===== config.mk =====
export PLATFORM = sky130hd
export DESIGN_NAME = prescaled_counter
export DESIGN_NICKNAME = d
export VERILOG_FILES = /design/src/rtl/prescaled_counter.sv
export SDC_FILE = /design/constraint.sdc
export NUM_CORES = 1
export LEC_CHECK = 0
export ABC_AREA = 1
export CORE_AREA = 5 5 87 89
export CTS_CLUSTER_DIAMETER = 120
export DETAILED_ROUTE_END_ITERATION = 12
export DIE_AREA = 0 0 92 94
export HOLD_SLACK_MARGIN = 0.15
export PLACE_DENSITY = 0.78
export SLEW_MARGIN = 20
export SYNTH_ARGS = -nofsm -noshare
export SYNTH_HDL_FRONTEND = slang
export SYNTH_SLANG_ARGS = --single-unit

===== constraint.sdc =====
create_clock -name clock -period 2.2 [get_ports clock]
set_clock_uncertainty 0.05 [all_clocks]
set_input_delay 0.44 -clock clock [delete_from_list [all_inputs] [get_ports clock]]
set_output_delay 0.44 -clock clock [all_outputs]
set_load 0.03 [all_outputs]

===== src/rtl/prescaled_counter.sv =====
// prescaled_counter: free-running display counter with a programmable
// prescaler. The prescaler divides the clock down to a step rate of
// (div + 1) enabled cycles, and a WIDTH-bit counter advances once per step.
// The counter supports up/down counting, parallel load, a clock enable and
// either wrap-around or saturating behaviour at its boundaries.
module prescaled_counter #(
  parameter int WIDTH          = 8,
  parameter int PRESCALE_WIDTH = 26,
  parameter int SATURATE       = 0
) (
  input  logic                      clock,
  input  logic                      reset,
  input  logic                      enable,
  input  logic                      up,
  input  logic [PRESCALE_WIDTH-1:0] div,
  input  logic                      load,
  input  logic [WIDTH-1:0]          load_value,
  output logic [WIDTH-1:0]          count,
  output logic                      tick,
  output logic                      wrap
);

  localparam logic [WIDTH-1:0]          CNT_ZERO = {WIDTH{1'b0}};
  localparam logic [WIDTH-1:0]          CNT_MAX  = {WIDTH{1'b1}};
  localparam logic [WIDTH-1:0]          CNT_ONE  = WIDTH'(1);
  localparam logic [PRESCALE_WIDTH-1:0] PRE_ZERO = {PRESCALE_WIDTH{1'b0}};
  localparam logic [PRESCALE_WIDTH-1:0] PRE_ONE  = PRESCALE_WIDTH'(1);

  logic [PRESCALE_WIDTH-1:0] pre_q,   pre_d;
  logic [WIDTH-1:0]          count_q, count_d;
  logic                      tick_q,  tick_d;
  logic                      wrap_q,  wrap_d;
  logic                      at_boundary_s;

  // Boundary detect for the current direction: top when counting up, zero when down.
  always_comb begin
    at_boundary_s = 1'b0;
    if (up) begin
      at_boundary_s = (count_q == CNT_MAX);
    end else begin
      at_boundary_s = (count_q == CNT_ZERO);
    end
  end

  // Next-state logic: load beats enable, enable beats hold; pulses default low.
  always_comb begin
    pre_d   = pre_q;
    count_d = count_q;
    tick_d  = 1'b0;
    wrap_d  = 1'b0;
    if (load) begin
      // A load restarts the prescale period so the next step is a full period away.
      count_d = load_value;
      pre_d   = PRE_ZERO;
    end else if (enable) begin
      // >= rather than == so that lowering div below pre cannot let pre run away.
      if (pre_q >= div) begin
        pre_d  = PRE_ZERO;
        tick_d = 1'b1;
        if (at_boundary_s) begin
          wrap_d = 1'b1;
          if (SATURATE != 0) begin
            count_d = count_q;
          end else if (up) begin
            count_d = CNT_ZERO;
          end else begin
            count_d = CNT_MAX;
          end
        end else if (up) begin
          count_d = count_q + CNT_ONE;
        end else begin
          count_d = count_q - CNT_ONE;
        end
      end else begin
        pre_d = pre_q + PRE_ONE;
      end
    end else begin
      // Paused: prescaler and count keep their values so the period resumes later.
      pre_d   = pre_q;
      count_d = count_q;
    end
  end

  // State and output registers with synchronous active-high reset.
  always_ff @(posedge clock) begin
    if (reset) begin
      pre_q   <= PRE_ZERO;
      count_q <= CNT_ZERO;
      tick_q  <= 1'b0;
      wrap_q  <= 1'b0;
    end else begin
      pre_q   <= pre_d;
      count_q <= count_d;
      tick_q  <= tick_d;
      wrap_q  <= wrap_d;
    end
  end

  assign count = count_q;
  assign tick  = tick_q;
  assign wrap  = wrap_q;

endmodule


==> results.md <==
- Status: complete, no violations
- Die area: 8650 um2
- Power per standard cell area: 374 nW/um2
- Yosys cell types: 37
- Final Setup Violations: 0
- Fmax: 462 MHz
- CTS Root Cell: clkbuf_8
- Static Leak: 0.00204 uW
- Core Rows: 30
- CP Cell Sequence: clkdlybuf4s50_1 -> inv_1 -> ha_4 -> a21oi_1 -> a21oi_4 -> nor2_4 -> nand3_4 -> nand2_4 -> buf_4 -> nand3_1 -> a21oi_1
- Synth Warn #: 0
- Relative slew slack: 0.673
- First-pass GRT wire length: around 13,000 um
- CP max FO: 5
- Most common cell after layout, fill and taps aside: nand2_1
- Final hold viol count: 0
- DR pass1 iterations: 4
- WL final: 8510 um
- Place WS: -483 ps
- WP data required: 2370 ps
- P&R area growth vs syn: 47.0%
- Seq/Total Area, Yosys: 0.242
- Min Hold Slack: ~490 ps
- TritonCTS Sinks: 36
- Worst Hold Class: flop to flop
- Post-Synthesis Cells: about 450
- Critical path's largest stage delay: about 450 ps
- Antenna violations before repair: 0
- Final #Nets: 604
- TritonCTS Buffers: 5
- WL/cell: around 14 um
- Final Cycle Share: 0.984
- Largest net degree at the start of global routing: 19
- Most frequent cells in the layout: nand2_1 (84), nor2_1 (56), inv_1 (53)
- Mapped cell area: 2980 um2
- Initial detailed-routing violation count: approximately 170
- IO Count: 49
- Post-DP HPWL: roughly 6000 um
- Layout cell share with drive strength beyond 1: 0.278
- Setup TNS: 0 ps
- Setup CP Type: primary input to flop
- CP startpoint kind: primary input
- DRC Markers: 0
- PnR worst setup slack: 35.4 ps
- Cell mode on critical path: a21oi_1
- Syn_nets: about 520
- Arrival @ worst endpoint: 2340 ps
- Max-Cap Viols: 0
- CP max stage cell: clkdlybuf4s50_1
- Final GP Congestion: 0.895
- Crit. End Element: flop
- Slew at the pin with the worst max-slew slack: between 400 and 500 ps
- GR Overflow Total: 0
- Post-synthesis register bit count: 36
- Width of the chip: between 90 and 100 um
- Port buffer count: between 40 and 50
- Clk slew on worst S/H paths: 70 ps
- VDD IR-drop max: 0.000301 V
- GRT Util Overall: 0.179
- Antenna diode count: 0
- Initial Util: 0.446
- H-tree Lvls: 2
- Max-slew violations: 0
- Fin cells: just over 600
- Via-to-Cell Ratio: just over 5
- Final ANT Viol Nets: 0
- Vias in the first global route: 3,056
- CTS tree: yes
- Syn Area/Cell: 6.61 um2
- Die height: approximately 94 um
- Via count: 3,148
- Placed insts: 602
- Crit path time final: 2160 ps
- Core Box Area: 6680 um2
- CTS Buffer Depth: 2
- Clk_lat worst skew: around 290 ps
==> per-layer routing <==
layer	vias to the layer above	part of all wire	GRT usage
li1	1600	-	-
met1	1427	0.40	0.206
met2	101	0.52	0.330
met3	20	0.052	0.0304
met4	0	0.022	0.0693
met5	-	0	0
==> final cells by class <==
| cell class | instances | area, um2 |
|---|---|---|
| clock buffer | 8 | 90.1 |
| fill | 542 | 2300 |
| inverter | 78 | 298 |
| multi-input combinational | 334 | 2440 |
| sequential | 36 | 721 |
| tap | 80 | 100 |
| timing repair buffer | 76 | 734 |
==> final timing paths <==
path | start | to | slack, ps | cells past startpoint
setup / recovery | div[13] | pre_q[10]$_SDFFE_PP0P_ | 40 | 11
hold / removal | count[6]$_SDFFE_PP0P_ | count[6]$_SDFFE_PP0P_ | 490 | 2
setup reg to reg | pre_q[13]$_SDFFE_PP0P_ | pre_q[10]$_SDFFE_PP0P_ | 200 | 9
hold reg to reg | count[6]$_SDFFE_PP0P_ | count[6]$_SDFFE_PP0P_ | 490 | 2
==> sequential cells by signal, summed over array words and instances (netlist names) <==
name,count
count,8
pre_q,26
tick,1
wrap,1
==> worst max-delay path, delay by kind of cell <==
family,cells,cell delay (ps)
buf+inv,3,670
compound gates,3,510
simple gates,4,480
fa+ha+maj,1,230
==> Yosys cell counts, drive strengths merged <==
| cell type | count | area share |
|---|---|---|
| o21a | 1 | 0.0025 |
| fa | 1 | 0.0067 |
| nor3b | 1 | 0.0025 |
| nand2 | 106 | 0.14 |
| nand4 | 16 | 0.041 |
| o21bai | 2 | 0.0050 |
| xnor2 | 2 | 0.0059 |
| o21ai | 4 | 0.0067 |
| nand3 | 34 | 0.066 |
| inv | 78 | 0.10 |
| xor2 | 7 | 0.021 |
| or2 | 3 | 0.0063 |
| clkbuf | 1 | 0.0013 |
| o22ai | 1 | 0.0021 |
| nor3 | 16 | 0.034 |
| nor2 | 80 | 0.12 |
| nand3b | 1 | 0.0025 |
| ha | 33 | 0.14 |
| buf | 2 | 0.0076 |
| a31oi | 1 | 0.0021 |
| a21oi | 22 | 0.037 |
| a21o | 2 | 0.0050 |
| nor4 | 1 | 0.0021 |
| dfxtp | 36 | 0.24 |
==> per-stage QoR <==
step	instance area (um2)	power (uW)	utilization
floorplan	2980	919	-
global placement	3730	1090	0.558
detailed placement	3730	1100	0.558
CTS	3850	1590	0.576
global route	4380	1730	0.656
finish	4380	1640	0.656
==> cell families after synthesis <==
group | Yosys count | synth area share
simple gates | 258 | 0.418
buf+inv | 81 | 0.109
flops | 36 | 0.242
fa+ha+maj | 34 | 0.145
compound gates | 33 | 0.0604
xor+xnor | 9 | 0.0264
==> repair_timing <==
| item | 4_1_cts | 5_1_grt |
|---|---|---|
| setup buffers | 0 | 2 |
| resized for setup | 11 | 108 |
| setup endpoints to repair | 30 | 36 |
| pin swaps | 2 | 46 |
| hold buffers | 0 | 0 |
==> where the power goes <==
| group | total [uW] | switching, uW | internal [uW] | leakage [uW] |
|---|---|---|---|---|
| logic | 453 | 234 | 219 | 0.00170 |
| registers | 691 | 25.4 | 666 | 0.000292 |
| clock network | 497 | 241 | 256 | 0.0000455 |
| total | 1640 | 500 | 1140 | 0.00204 |
No activity file was read; power rests on OpenSTA's default activity.
